--- src/rtl/rv_fetch_branch_unit_if.sv ---
`timescale 1ns/1ps
`default_nettype none
// ============================================================================
//  Module      : rv_fetch_branch_unit_if
//  Description : Bundle of the fetch/branch unit's external signals.
//                - imem request channel:   imem_req_valid/addr/ready
//                - imem response channel:  imem_rsp_valid/data
//                - decode handshake:       if_valid/pc/instr/ready
//                - execute resolution:     ex_valid/kind/funct3/pc/rs1/rs2/imm
//                - control outputs:        redirect, trap, trap_pc
//                modport master: the fetch/branch unit itself.
//                modport slave : the surrounding imem/decode/execute logic.
//  Revision    : 1.0 - initial release
// ============================================================================
interface rv_fetch_branch_unit_if #(
    parameter int PC_WIDTH = 8,
    parameter int XLEN     = 32
);
    logic                imem_req_valid;
    logic [PC_WIDTH-1:0] imem_req_addr;
    logic                imem_req_ready;
    logic                imem_rsp_valid;
    logic [31:0]         imem_rsp_data;

    logic                if_valid;
    logic [PC_WIDTH-1:0] if_pc;
    logic [31:0]         if_instr;
    logic                if_ready;

    logic                ex_valid;
    logic [1:0]          ex_kind;
    logic [2:0]          ex_funct3;
    logic [PC_WIDTH-1:0] ex_pc;
    logic [XLEN-1:0]     ex_rs1;
    logic [XLEN-1:0]     ex_rs2;
    logic [XLEN-1:0]     ex_imm;

    logic                redirect;
    logic                trap;
    logic [PC_WIDTH-1:0] trap_pc;

    modport master (
        output imem_req_valid, imem_req_addr,
        input  imem_req_ready, imem_rsp_valid, imem_rsp_data,
        output if_valid, if_pc, if_instr,
        input  if_ready,
        input  ex_valid, ex_kind, ex_funct3, ex_pc, ex_rs1, ex_rs2, ex_imm,
        output redirect, trap, trap_pc
    );

    modport slave (
        input  imem_req_valid, imem_req_addr,
        output imem_req_ready, imem_rsp_valid, imem_rsp_data,
        input  if_valid, if_pc, if_instr,
        output if_ready,
        output ex_valid, ex_kind, ex_funct3, ex_pc, ex_rs1, ex_rs2, ex_imm,
        input  redirect, trap, trap_pc
    );
endinterface
`default_nettype wire

--- src/rtl/rv_fetch_branch_unit.sv ---
`timescale 1ns/1ps
`default_nettype none
// ============================================================================
//  Module      : rv_fetch_branch_unit
//  Description : RV32I instruction fetch and control-flow resolution.
//                Keeps the PC, issues single-outstanding fetches to a
//                variable-latency imem, hands words to decode over
//                valid/ready, resolves branches/JAL/JALR and squashes
//                wrong-path fetches on redirect.
//  Ports       : clk    - rising-edge clock
//                reset  - synchronous, active-high
//                bus    - rv_fetch_branch_unit_if.master (imem, decode,
//                         execute and redirect/trap signals)
//  Config      : MISALIGN_TRAP_EN - when defined, a taken target with
//                nonzero low two bits pulses trap and halts fetch until
//                reset; when undefined the low target bits are forced to 00.
//  Revision    : 1.0 - initial release
// ============================================================================
module rv_fetch_branch_unit #(
    parameter int                  PC_WIDTH = 8,
    parameter int                  XLEN     = 32,
    parameter logic [PC_WIDTH-1:0] RESET_PC = '0
) (
    input  wire logic               clk,
    input  wire logic               reset,
    rv_fetch_branch_unit_if.master  bus
);

    localparam logic [1:0] c_KIND_BRANCH = 2'b00;
    localparam logic [1:0] c_KIND_JAL    = 2'b01;
    localparam logic [1:0] c_KIND_JALR   = 2'b10;

    localparam logic [PC_WIDTH-1:0] c_PC_STEP    = PC_WIDTH'(4);
    localparam logic [PC_WIDTH-1:0] c_BIT0_MASK  = PC_WIDTH'(1);
`ifndef MISALIGN_TRAP_EN
    localparam logic [PC_WIDTH-1:0] c_ALIGN_MASK = PC_WIDTH'(3);
`endif

    typedef enum logic [2:0] {
        S_IDLE = 3'd0,
        S_REQ  = 3'd1,
        S_WAIT = 3'd2,
        S_HOLD = 3'd3
`ifdef MISALIGN_TRAP_EN
        ,
        S_HALT = 3'd4
`endif
    } state_t;

    state_t              state_q, state_d;
    logic [PC_WIDTH-1:0] pc_q, pc_d;
    logic                drop_q, drop_d;
    logic [PC_WIDTH-1:0] if_pc_q, if_pc_d;
    logic [31:0]         if_instr_q, if_instr_d;

    // ------------------------------------------------------------------
    // Branch condition and target resolution (purely combinational)
    // ------------------------------------------------------------------
    logic                w_br_taken;
    logic                w_taken;
    logic                w_redirect;
    logic [PC_WIDTH-1:0] w_jalr_sum;
    logic [PC_WIDTH-1:0] w_raw_target;
    logic [PC_WIDTH-1:0] w_target;
    logic                w_misalign;

    always_comb begin
        w_br_taken = 1'b0;
        unique case (bus.ex_funct3)
            3'b000:  w_br_taken = (bus.ex_rs1 == bus.ex_rs2);
            3'b001:  w_br_taken = (bus.ex_rs1 != bus.ex_rs2);
            3'b100:  w_br_taken = ($signed(bus.ex_rs1) <  $signed(bus.ex_rs2));
            3'b101:  w_br_taken = ($signed(bus.ex_rs1) >= $signed(bus.ex_rs2));
            3'b110:  w_br_taken = (bus.ex_rs1 <  bus.ex_rs2);
            3'b111:  w_br_taken = (bus.ex_rs1 >= bus.ex_rs2);
            default: w_br_taken = 1'b0;   // 010/011 are not branch encodings
        endcase
    end

    assign w_taken    = ((bus.ex_kind == c_KIND_BRANCH) && w_br_taken)
                      || (bus.ex_kind == c_KIND_JAL)
                      || (bus.ex_kind == c_KIND_JALR);
    assign w_redirect = bus.ex_valid & w_taken;

    // Only the low PC_WIDTH bits of rs1+imm survive, so add at that width.
    assign w_jalr_sum   = bus.ex_rs1[PC_WIDTH-1:0] + bus.ex_imm[PC_WIDTH-1:0];
    assign w_raw_target = (bus.ex_kind == c_KIND_JALR)
                        ? (w_jalr_sum & ~c_BIT0_MASK)
                        : (bus.ex_pc + bus.ex_imm[PC_WIDTH-1:0]);

`ifdef MISALIGN_TRAP_EN
    logic                r_trap_q, r_trap_d;
    logic [PC_WIDTH-1:0] trap_pc_q, trap_pc_d;

    assign w_target   = w_raw_target;
    // A halted unit raises no further traps, keeping the pulse single.
    assign w_misalign = w_redirect && (w_raw_target[1:0] != 2'b00)
                      && (state_q != S_HALT);
    assign bus.trap    = r_trap_q;
    assign bus.trap_pc = trap_pc_q;
`else
    assign w_target    = w_raw_target & ~c_ALIGN_MASK;
    assign w_misalign  = 1'b0;
    assign bus.trap    = 1'b0;
    assign bus.trap_pc = '0;
`endif

    // ------------------------------------------------------------------
    // Fetch FSM: next state and outputs
    // ------------------------------------------------------------------
    logic w_req_valid;
    logic w_if_valid;

    always_comb begin
        state_d     = state_q;
        pc_d        = pc_q;
        drop_d      = drop_q;
        if_pc_d     = if_pc_q;
        if_instr_d  = if_instr_q;
        w_req_valid = 1'b0;
        w_if_valid  = 1'b0;
`ifdef MISALIGN_TRAP_EN
        r_trap_d    = 1'b0;
        trap_pc_d   = trap_pc_q;
`endif

        if (w_redirect) begin
            pc_d = w_target;
        end

        unique case (state_q)
            S_IDLE: begin
                state_d = S_REQ;
            end
            S_REQ: begin
                w_req_valid = 1'b1;
                if (bus.imem_req_ready) begin
                    state_d = S_WAIT;
                    // The accepted request is now wrong-path; eat its reply.
                    if (w_redirect) begin
                        drop_d = 1'b1;
                    end
                end
            end
            S_WAIT: begin
                if (bus.imem_rsp_valid) begin
                    if (drop_q || w_redirect) begin
                        state_d = S_REQ;
                        drop_d  = 1'b0;
                    end else begin
                        state_d    = S_HOLD;
                        if_pc_d    = pc_q;
                        if_instr_d = bus.imem_rsp_data;
                    end
                end else if (w_redirect) begin
                    drop_d = 1'b1;
                end
            end
            S_HOLD: begin
                // Suppressed during redirect so decode never takes the
                // wrong-path word.
                w_if_valid = ~w_redirect;
                if (w_redirect) begin
                    state_d = S_REQ;
                end else if (bus.if_ready) begin
                    state_d = S_REQ;
                    pc_d    = pc_q + c_PC_STEP;
                end
            end
            default: begin
                state_d = state_q;
            end
        endcase

`ifdef MISALIGN_TRAP_EN
        if (w_misalign) begin
            state_d   = S_HALT;
            drop_d    = 1'b0;
            r_trap_d  = 1'b1;
            trap_pc_d = w_target;
        end
`endif
    end

    always_ff @(posedge clk) begin
        if (reset) begin
            state_q    <= S_IDLE;
            pc_q       <= RESET_PC;
            drop_q     <= 1'b0;
            if_pc_q    <= '0;
            if_instr_q <= '0;
        end else begin
            state_q    <= state_d;
            pc_q       <= pc_d;
            drop_q     <= drop_d;
            if_pc_q    <= if_pc_d;
            if_instr_q <= if_instr_d;
        end
    end

`ifdef MISALIGN_TRAP_EN
    always_ff @(posedge clk) begin
        if (reset) begin
            r_trap_q  <= 1'b0;
            trap_pc_q <= '0;
        end else begin
            r_trap_q  <= r_trap_d;
            trap_pc_q <= trap_pc_d;
        end
    end
`endif

    // Address is zeroed when no request is offered so idle outputs read 0.
    assign bus.imem_req_valid = w_req_valid;
    assign bus.imem_req_addr  = w_req_valid ? pc_q : '0;
    assign bus.if_valid       = w_if_valid;
    assign bus.if_pc          = if_pc_q;
    assign bus.if_instr       = if_instr_q;
    assign bus.redirect       = w_redirect;

endmodule
`default_nettype wire

--- src/flat_wrapper.sv ---
// flat-port wrapper written by rule: the top's interface ports become plain ports
module rv_fetch_branch_unit_flat 
#(
    parameter int                  PC_WIDTH = 8,
    parameter int                  XLEN     = 32,
    parameter logic [PC_WIDTH-1:0] RESET_PC = '0
)
  (clk, reset, bus_imem_req_valid, bus_imem_req_addr, bus_imem_req_ready, bus_imem_rsp_valid, bus_imem_rsp_data, bus_if_valid, bus_if_pc, bus_if_instr, bus_if_ready, bus_ex_valid, bus_ex_kind, bus_ex_funct3, bus_ex_pc, bus_ex_rs1, bus_ex_rs2, bus_ex_imm, bus_redirect, bus_trap, bus_trap_pc);
  rv_fetch_branch_unit_if #(.PC_WIDTH(PC_WIDTH), .XLEN(XLEN)) bus_i ();
  input  wire logic clk;
  input  wire logic reset;
  output wire logic [$bits(bus_i.imem_req_valid)-1:0] bus_imem_req_valid;
  output wire logic [$bits(bus_i.imem_req_addr)-1:0] bus_imem_req_addr;
  input wire logic [$bits(bus_i.imem_req_ready)-1:0] bus_imem_req_ready;
  input wire logic [$bits(bus_i.imem_rsp_valid)-1:0] bus_imem_rsp_valid;
  input wire logic [$bits(bus_i.imem_rsp_data)-1:0] bus_imem_rsp_data;
  output wire logic [$bits(bus_i.if_valid)-1:0] bus_if_valid;
  output wire logic [$bits(bus_i.if_pc)-1:0] bus_if_pc;
  output wire logic [$bits(bus_i.if_instr)-1:0] bus_if_instr;
  input wire logic [$bits(bus_i.if_ready)-1:0] bus_if_ready;
  input wire logic [$bits(bus_i.ex_valid)-1:0] bus_ex_valid;
  input wire logic [$bits(bus_i.ex_kind)-1:0] bus_ex_kind;
  input wire logic [$bits(bus_i.ex_funct3)-1:0] bus_ex_funct3;
  input wire logic [$bits(bus_i.ex_pc)-1:0] bus_ex_pc;
  input wire logic [$bits(bus_i.ex_rs1)-1:0] bus_ex_rs1;
  input wire logic [$bits(bus_i.ex_rs2)-1:0] bus_ex_rs2;
  input wire logic [$bits(bus_i.ex_imm)-1:0] bus_ex_imm;
  output wire logic [$bits(bus_i.redirect)-1:0] bus_redirect;
  output wire logic [$bits(bus_i.trap)-1:0] bus_trap;
  output wire logic [$bits(bus_i.trap_pc)-1:0] bus_trap_pc;
  assign bus_imem_req_valid = bus_i.imem_req_valid;
  assign bus_imem_req_addr = bus_i.imem_req_addr;
  assign bus_i.imem_req_ready = bus_imem_req_ready;
  assign bus_i.imem_rsp_valid = bus_imem_rsp_valid;
  assign bus_i.imem_rsp_data = bus_imem_rsp_data;
  assign bus_if_valid = bus_i.if_valid;
  assign bus_if_pc = bus_i.if_pc;
  assign bus_if_instr = bus_i.if_instr;
  assign bus_i.if_ready = bus_if_ready;
  assign bus_i.ex_valid = bus_ex_valid;
  assign bus_i.ex_kind = bus_ex_kind;
  assign bus_i.ex_funct3 = bus_ex_funct3;
  assign bus_i.ex_pc = bus_ex_pc;
  assign bus_i.ex_rs1 = bus_ex_rs1;
  assign bus_i.ex_rs2 = bus_ex_rs2;
  assign bus_i.ex_imm = bus_ex_imm;
  assign bus_redirect = bus_i.redirect;
  assign bus_trap = bus_i.trap;
  assign bus_trap_pc = bus_i.trap_pc;
  rv_fetch_branch_unit #(.PC_WIDTH(PC_WIDTH), .XLEN(XLEN), .RESET_PC(RESET_PC)) u_core (.clk(clk), .reset(reset), .bus(bus_i));
endmodule
--- config.mk ---
export PLATFORM = sky130hd
export DESIGN_NAME = rv_fetch_branch_unit_flat
export DESIGN_NICKNAME = d
export VERILOG_FILES = /design/src/rtl/rv_fetch_branch_unit_if.sv /design/src/rtl/rv_fetch_branch_unit.sv /design/src/flat_wrapper.sv
export SDC_FILE = /design/constraint.sdc
export NUM_CORES = 1
export LEC_CHECK = 0
export ABC_AREA = 1
export CAP_MARGIN = 20
export CELL_PAD_IN_SITES_DETAIL_PLACEMENT = 0
export CELL_PAD_IN_SITES_GLOBAL_PLACEMENT = 1
export CORE_MARGIN = 2
export CORE_UTILIZATION = 28
export CTS_BUF_LIST = sky130_fd_sc_hd__clkbuf_4 sky130_fd_sc_hd__clkbuf_8
export CTS_CLUSTER_DIAMETER = 120
export CTS_CLUSTER_SIZE = 25
export DETAILED_ROUTE_END_ITERATION = 6
export DONT_BUFFER_PORTS = 1
export PLACE_DENSITY_LB_ADDON = 0.1
export SETUP_SLACK_MARGIN = 0.2
export SYNTH_ARGS = -nofsm -noshare
export SYNTH_HDL_FRONTEND = slang
export SYNTH_SLANG_ARGS = --single-unit
--- constraint.sdc ---
create_clock -name clk -period 2.8 [get_ports clk]
set_input_delay 0.56 -clock clk [delete_from_list [all_inputs] [get_ports clk]]
set_output_delay 0.56 -clock clk [all_outputs]
set_load 0.005 [all_outputs]
Word-level counts from Yosys, hierarchy flattened. Cells that the tools add are included.

Equal/unequal tests: 16. $add $sub $neg: 3. $lt $le $gt $ge: 4. Bitwise operators: 3. Reduce and logical (&&, ||, !) cells: 12. Multiplexer cells: 20.

Operator list (count): 32-bit >= comparator (2); 32-bit less-than comparator (2); 8-bit 2-to-1 mux (6); 32-bit == test (1); 32-bit != test (1); 8-bit adder (2); 3-bit == test (second input constant) (4); 3-bit 2-to-1 mux (4); 3-bit case mux with 4 select lines (1); 8-bit by 3-bit adder with 8-bit output (second input constant) (1); 3-bit by 1-bit == test with 1-bit output (second input constant) (2); 3-bit by 2-bit == test with 1-bit output (second input constant) (2); 3-bit logical NOT (2); 1-bit 2-to-1 mux (6); 3-bit by 2-bit != test with 1-bit output (second input constant) (2); 1-bit case mux with 6 select lines (1); 3-bit AND reduction (2); 2-bit != test (second input constant) (2); 4-bit AND reduction (1); 4-bit nonzero test (1); 1-bit logical OR (3); 2-bit by 1-bit == test with 1-bit output (second input constant) (1); 2-bit == test (second input constant) (1); 2-bit logical NOT (1); other kinds (6) (7).

Input bits: 147. Register bits after elaboration: 52. Word-level logic and storage cells: 63. Output and inout bits: 60.

Longest topological paths before layout. Gate-level depths: netlist of run 1.

Word-level depth: 10. Depth in mapped cells: 24. Gate-level depth less buffers: 24.

Worst setup path after synthesis of run 1. No wires, ideal clock.

Kind: input to output. From: in bus_ex_rs2[31]. To: out bus_if_valid. Setup slack: 0.093 ns. Stages on the path: 18. Path buffers: 0. Arrival: 2.147 ns. Cells stage by stage: inv_1 ha_1 nand2_1 nor2_2 nand2_2 nor2_4 nand2_2 nand4_1 nand2_1 clkinv_1 nand2_1 nor2_1 nand3_1 nand2_1 nand3_2 nand2_4 inv_1 nor2_1.

Cells in the longest elaborated chain, start to end: 8. Elaborated cells between the ends (all ways): 13. Classes of those cells: order compare (4); eq/ne (2); mux (2); bitwise (2); reduce/logical (3).

RTL lines: from (decl) (line flat_wrapper.sv:26) `input wire logic [$bits(bus_i.ex_rs2)-1:0] bus_ex_rs2;`; 32-bit >= comparator (tied with other cells) (line rv_fetch_branch_unit.sv:75) `3'b111: w_br_taken = (bus.ex_rs1 >= bus.ex_rs2);`; 1-bit case mux with 6 select lines * (line rv_fetch_branch_unit.sv:69) `unique case (bus.ex_funct3)`; 1-bit logical AND * (line rv_fetch_branch_unit.sv:80) `assign w_taken = ((bus.ex_kind == c_KIND_BRANCH) && w_br_taken)`; 1-bit logical OR * (line rv_fetch_branch_unit.sv:81) `|| (bus.ex_kind == c_KIND_JAL)`; 1-bit logical OR * (line rv_fetch_branch_unit.sv:82) `|| (bus.ex_kind == c_KIND_JALR);`; 1-bit bitwise AND * (line rv_fetch_branch_unit.sv:83) `assign w_redirect = bus.ex_valid & w_taken;`; via bus_redirect (line flat_wrapper.sv:28) `output wire logic [$bits(bus_i.redirect)-1:0] bus_redirect;`; 1-bit inverter * (line rv_fetch_branch_unit.sv:162) `w_if_valid = ~w_redirect;`; 1-bit 2-to-1 mux * (line rv_fetch_branch_unit.sv:131) `unique case (state_q)`; to (decl) (line flat_wrapper.sv:17) `output wire logic [$bits(bus_i.if_valid)-1:0] bus_if_valid;`.

Mark *: on every way through the listed nets, which the timed path passes. The rest lies on a longest branch.

Final worst setup path of run 1.
From: in bus_ex_rs2[23]. To: out bus_if_valid.

The elaborated chain is that of the path after synthesis.

==> flow_summary_export.csv, run 1 <==
group,metric,value,unit
place,dp.cells,706,
synthesis,synth_cell_types,37,
critical_path,crit_fanout,4,
critical_path,crit_family,"simple AND/OR/NAND/NOR gates",
routing,drcViolationCount,0,
critical_path,crit_chain,"inv_12 > ha_4 > nand2_4 > nor2_4 > nand4_1 > nor2_4 > nand2_2 > nand4_1 > nand2_1 > clkinv_1 > nand2_1 > nor2_1 > nand3_1 > nand2_1 > nand3_2 > nand2_4 > inv_6 > nor2_4",
synthesis,synth-warning-count,0,
clocking,clk_latency,0.31,ns
clocking,h-tree-depth,2,
synthesis,yosys-top-cells-area,"dfxtp_1, ha_1, nor2_1",
critical_path,end_kind,"output pin",
global_routing,grt_pass1_wl,15.1,mm
floorplan,num_io_pins,207,
place,place_congestion,0.766,
synthesis,netlist_area,0.00364,mm²
cells_and_area,register_area,0.00102,mm²
place,dp_slack,-0.114,ns
floorplan,dieArea,0.0139,mm²
synthesis,synth-edff-count,0,
cells_and_area,fillers,1413,
synthesis,synth_area_per_cell,6.80,µm²
synthesis,async_flop_share,0,
sta,hold_violations,0,
worst_hold_path,min_path_cells,1,
clocking,cts_buffers,5,
critical_path,critPathLaunchType,"input port",
critical_path,required,2.24,ns
clocking,clk_path_buf_depth,2,
synthesis,syn_inst,535,
routing,routedWlPerCell,13.1,µm
sta,period_minus_slack,2.74,ns
routing,vias,3229,
routing,antenna_left,0,
floorplan,initial_utilization,0.287,
critical_path,cp.arrival,2.18,ns
sta,post-route-period-util,0.979,
sta,whs,0.297,ns
power_and_ir_drop,p_leak,2.17,nW
synthesis,yosysSeqAreaShare,0.281,
clocking,cts_hold_buf,0,
cells_and_area,syn2layout_area_growth,20.8,%
sta,fin_skew,0.00574,ns
sta,slew_viol_final,0,
critical_path,worst-path-stages,18,
global_routing,grt_usage,0.131,
floorplan,core,0.0127,mm²
cells_and_area,design_area,0.00439,mm²
place,place_area,0.00398,mm²
power_and_ir_drop,peakVddDrop,0.293,mV
power_and_ir_drop,power_density,479,mW/mm²
critical_path,crit_buf_inv,3,
cells_and_area,final_util,0.347,
place,io_buffers,0,
sta,rsz0062_at_grt,"true",
sta,fmaxAchievable,365,MHz
routing,viasPerCell,4.49,
floorplan,fp.dieW,118,µm
clocking,path_clk_slew,0.09,ns
routing,initialDrtViolationCount,77,
floorplan,fp-row-count,41,
critical_path,crit_type,"in2out",
clocking,cts_tree,"yes",
clocking,clock_sinks,51,
worst_hold_path,worst_hold_path_type,"in2reg",
global_routing,antenna_found_initial,0,
cells_and_area,drive_gt1_frac,0.170,
routing,drt_pass1_iterations,4,
critical_path,r2r_cells,9,
global_routing,grt_pass1_vias,3144,
synthesis,synth_top_area_frac,0.281,
critical_path,cpMaxStageDelayCell,"ha_4",
global_routing,grt_start_max_net_pins,48,
routing,routed_wl,9.45,mm
cells_and_area,nets,743,
clocking,cts-root-buf,"clkbuf_8",
job,max_cap_violations,0,
sta,setup_slack,0.0575,ns
cells_and_area,n_antenna_cell,0,
sta,setup_viol,0,
cells_and_area,multi_input_area,0.00250,mm²
synthesis,netlist.top_cell.by_area,"dfxtp_1",
cells_and_area,instances_no_fill,719,
place,dp_hpwl,7.36,mm
synthesis,ys_seq_elements,51,
critical_path,max_stage_delay,0.26,ns
floorplan,die_h,118,µm
synthesis,ys.flop_type,"dfxtp_1",
status,outcome,"complete, no violations",
global_routing,grt_remaining_overflow,0,
## cell usage in the layout (no fill, tap or decap), types with 3 or more instances in the layout
cell      instances
nor2_1          104
nand2_1          77
inv_1            67
dfxtp_1          51
o21ai_1          42
ha_1             33
ha_4             17
a21oi_1          15
buf_4            14
nand3_1          13
nor3_1           10
o21ai_0           9
conb_1            9
nand2_2           8
inv_2             6
nor2_4            6
clkbuf_8          6
nand2_4           5
xor2_1            5
inv_6             4
a21oi_2           4
nand4_1           4
nand3_2           3
nor2_2            3
buf_6             3
## metal layers
| metal | vias to the layer above | share of wire | global-route usage | wire, µm |
|---|---|---|---|---|
| met4 | 0 | 0.0053 | 0.0203 | 50 |
| li1 | 1699 | - | - | - |
| met3 | 7 | 0.084 | 0.0543 | 796 |
| met1 | 1425 | 0.46 | 0.169 | 4370 |
| met5 | - | 0 | 0 | 0 |
| met2 | 98 | 0.45 | 0.208 | 4230 |
## power by group
part | total (mW) | internal (mW) | switching [mW]
clock network | 0.550 | 0.290 | 0.260
logic | 0.660 | 0.278 | 0.382
registers | 0.893 | 0.814 | 0.0783
## registers in the layout, summed over array words and instances (netlist names)
register,cells
u_core.bus.if_pc,8
u_core.bus.if_instr,32
u_core.state_q,2
u_core.pc_q,8
u_core.drop_q,1
## through the flow
step | total power, mW | setup TNS, ns
2_1_floorplan | 1.37 | 0
3_3_place_gp | 1.50 | -1.54
3_5_place_dp | 1.51 | -1.82
4_1_cts | 2.11 | 0
5_1_grt | 2.28 | -1.22
6_report | 2.10 | 0
## cell type report
type / instances / area share
Clock buffer: 6 / 0.0188
Clock inverter: 2 / 0.00798
Inverter: 81 / 0.0789
Multi-Input combinational cell: 387 / 0.570
Sequential cell: 51 / 0.232
Tap cell: 172 / 0.0490
Timing Repair Buffer: 20 / 0.0425
## worst paths after layout
check                            startpoint                        endpoint  slack [ns]
max reg2reg  u_core.state_q[1]$_SDFFE_PP0P_  u_core.state_q[0]$_SDFFE_PP0P_        1.20
min reg2reg     u_core.pc_q[1]$_SDFFE_PP0P_     u_core.pc_q[1]$_SDFFE_PP0P_        0.47
min                                   reset       u_core.pc_q[6]$_SDFF_PP0_        0.30
max                          bus_ex_rs2[23]                    bus_if_valid        0.06
## synthesized netlist by cell type (2+ instances only)
master      n
clkbuf_1    6
xor2_1      5
inv_1      80
nor2_2      2
ha_1       50
o21a_1      2
a211oi_1    2
nand2_2     2
nand2_4     2
nor3_1     10
buf_4      10
o21ai_1    40
xnor2_1     2
o22ai_1     2
o21ai_0    12
nand3_1    15
nand4_1     4
nand2_1    86
o32ai_1     2
buf_2       4
buf_6       4
nor2_1    110
a21oi_1    19
dfxtp_1    51
## logic make-up after synthesis
family / synth area share
XOR/XNOR: 0.0169
multiplexers: 0.00310
AO/OA/AOI/OAI: 0.124
buffers and inverters: 0.128
adder cells (fa/ha/maj): 0.172
other: 0.00103
flip-flops: 0.281
AND/OR/NAND/NOR: 0.274
## what timing repair did
item,4_1_cts,5_1_grt
pin swaps,51,14
endpoints found under the setup margin,2,43
hold endpoints to repair,0,0
buffers inserted,2,2
resized for setup,43,14
gates cloned,0,1
No activity file was read; power rests on OpenSTA's default activity.
==> run 2, diff against run 1 <==
--- a/config.mk
+++ b/config.mk
@@ -17,7 +17,7 @@
 export DETAILED_ROUTE_END_ITERATION = 6
 export DONT_BUFFER_PORTS = 1
 export PLACE_DENSITY_LB_ADDON = 0.1
-export SETUP_SLACK_MARGIN = 0.2
+export SETUP_SLACK_MARGIN = 0.5
 export SYNTH_ARGS = -nofsm -noshare
 export SYNTH_HDL_FRONTEND = slang
 export SYNTH_SLANG_ARGS = --single-unit
==> flow_summary_export.csv, run 2 (synthesis gave the netlist of run 1 again) <==
group,metric,value,unit
global_routing,grt_remaining_overflow,0,
global_routing,antenna_found_initial,0,
routing,vias,3228,
job,max_cap_violations,0,
floorplan,initial_utilization,0.287,
floorplan,dieArea,0.0139,mm²
routing,routedWlPerCell,13.3,µm
power_and_ir_drop,p_comb_frac,0.343,
clocking,clk_path_buf_depth,2,
global_routing,grt_pass1_wl,14.8,mm
cells_and_area,final_common_cell,"nor2_1",
worst_hold_path,hold_start,"reset",
routing,antenna_left,0,
power_and_ir_drop,netSwitchingFraction,0.349,
critical_path,crit_start,"bus_ex_rs2[7]",
routing,initialDrtViolationCount,98,
routing,drt_pass1_iterations,4,
routing,routed_wl,9.69,mm
power_and_ir_drop,power_density,469,mW/mm²
place,dp_slack,-0.104,ns
clocking,path_clk_slew,0.10,ns
critical_path,crit_type,"in2out",
sta,relSlewSlack,0.547,
clocking,cts_tree,"yes",
sta,setup_slack,0.0898,ns
power_and_ir_drop,p_clk_frac,0.243,
place,dp_hpwl,7.30,mm
power_and_ir_drop,p_sw,0.756,mW
critical_path,crit_family,"simple AND/OR/NAND/NOR gates",
sta,fmaxAchievable,369,MHz
critical_path,max_stage_delay,0.26,ns
power_and_ir_drop,peakVddDrop,0.201,mV
power_and_ir_drop,seqPwrFrac,0.414,
critical_path,crit_top_cell,"nand2_1",
routing,viasPerCell,4.43,
critical_path,crit_fanout,4,
sta,rsz0062_at_grt,"true",
cells_and_area,fillers,1393,
sta,post-route-period-util,0.968,
cells_and_area,final_cell_mix,"nor2_1, nand2_1, inv_1, dfxtp_1, o21ai_1",
floorplan,fp-row-count,41,
critical_path,crit_buf_inv,3,
global_routing,grt_start_max_net_pins,35,
critical_path,worst-path-stages,18,
critical_path,r2r_slack,1.17,ns
critical_path,timing.rr.start,"u_core.state_q[1]$_SDFFE_PP0P_",
floorplan,num_io_pins,207,
status,outcome,"complete, no violations",
critical_path,timing.rr.end,"u_core.state_q[0]$_SDFFE_PP0P_",
clocking,cts_hold_buf,0,
clocking,cts-root-buf,"clkbuf_8",
place,dp.cells,704,
floorplan,fp.dieW,118,µm
cells_and_area,nets,752,
sta,whs,0.301,ns
critical_path,cp.arrival,2.15,ns
sta,fin_skew,0.0128,ns
place,io_buffers,0,
cells_and_area,largest_reg_flops,32,
global_routing,grt_usage,0.130,
cells_and_area,syn2layout_area_growth,27.2,%
cells_and_area,drive_gt1_frac,0.227,
cells_and_area,final_util,0.365,
sta,slew_viol_final,0,
worst_hold_path,worst_hold_path_type,"in2reg",
clocking,clock_sinks,51,
sta,period_minus_slack,2.71,ns
clocking,h-tree-depth,2,
critical_path,cp-endpoint,"bus_if_valid",
sta,hold_violations,0,
clocking,cts_buffers,5,
critical_path,cpMaxStageDelayCell,"ha_4",
global_routing,grt_pass1_vias,3071,
floorplan,core,0.0127,mm²
critical_path,r2r_cells,9,
floorplan,die_h,118,µm
cells_and_area,n_antenna_cell,0,
power_and_ir_drop,internal_power,1.41,mW
place,place_congestion,0.758,
clocking,clk_latency,0.32,ns
power_and_ir_drop,p_leak,2.26,nW
sta,setup_viol,0,
routing,drcViolationCount,0,
critical_path,critPathLaunchType,"input port",
cells_and_area,instances_no_fill,728,
critical_path,end_kind,"output pin",
critical_path,crit_chain,"inv_8 > ha_4 > nand2_4 > nor2_4 > nand4_1 > nor2_2 > nand2_2 > nand4_1 > nand2_1 > clkinv_1 > nand2_1 > nor2_1 > nand3_1 > nand2_1 > nand3_2 > nand2_4 > inv_6 > nor2_4",
critical_path,required,2.24,ns
power_and_ir_drop,power,2.17,mW
sta,tightest_slew,0.678,ns
[run 2: final cells by class]
type	count	area, µm²	area share
Multi-Input combinational cell	387	2550	0.552
Sequential cell	51	1020	0.221
Timing Repair Buffer	29	384	0.0831
Inverter	81	339	0.0733
Tap cell	172	215	0.0465
Clock buffer	5	68.8	0.0149
Clock inverter	3	43.8	0.00947
[run 2: worst min path at each step]
stage                                        to  slack [ns]  cells past startpoint
finish                u_core.pc_q[7]$_SDFF_PP0_        0.30                      1
CTS                   u_core.pc_q[6]$_SDFF_PP0_        0.28                      1
global route          u_core.pc_q[7]$_SDFF_PP0_        0.27                      1
detailed placement  u_core.pc_q[0]$_SDFFE_PP0P_        0.45                      2
global placement    u_core.pc_q[0]$_SDFFE_PP0P_        0.46                      2
floorplan           u_core.pc_q[0]$_SDFFE_PP0P_        0.44                      2
[run 2: power groups by stage]
stage	Clock [mW]	Sequential, mW	Combinational [mW]
2_1_floorplan	0	0.886	0.500
3_3_place_gp	0	0.914	0.585
3_5_place_dp	0	0.913	0.594
4_1_cts	0.558	0.898	0.641
5_1_grt	0.592	0.909	0.855
6_report	0.526	0.897	0.744
[run 2: repair_timing]
item	in CTS	in global routing
pin swaps	28	10
gates resized for setup	33	62
buffers inserted	3	5
endpoints found under the setup margin	47	51
gates cloned	1	7
[run 2: metal layers]
metal,vias up,routed length [µm],global-route usage
li1,1716,-,-
met1,1411,4440,0.161
met2,96,4450,0.214
met3,5,752,0.0523
met4,0,53,0.0248
met5,-,0,0
[run 2: stage by stage]
step                TNS, ns  cell area (µm²)
floorplan                 0             3810
global placement      -1.71             3960
detailed placement    -1.95             3960
CTS                       0             4240
global route         -0.708             4620
finish                    0             4620
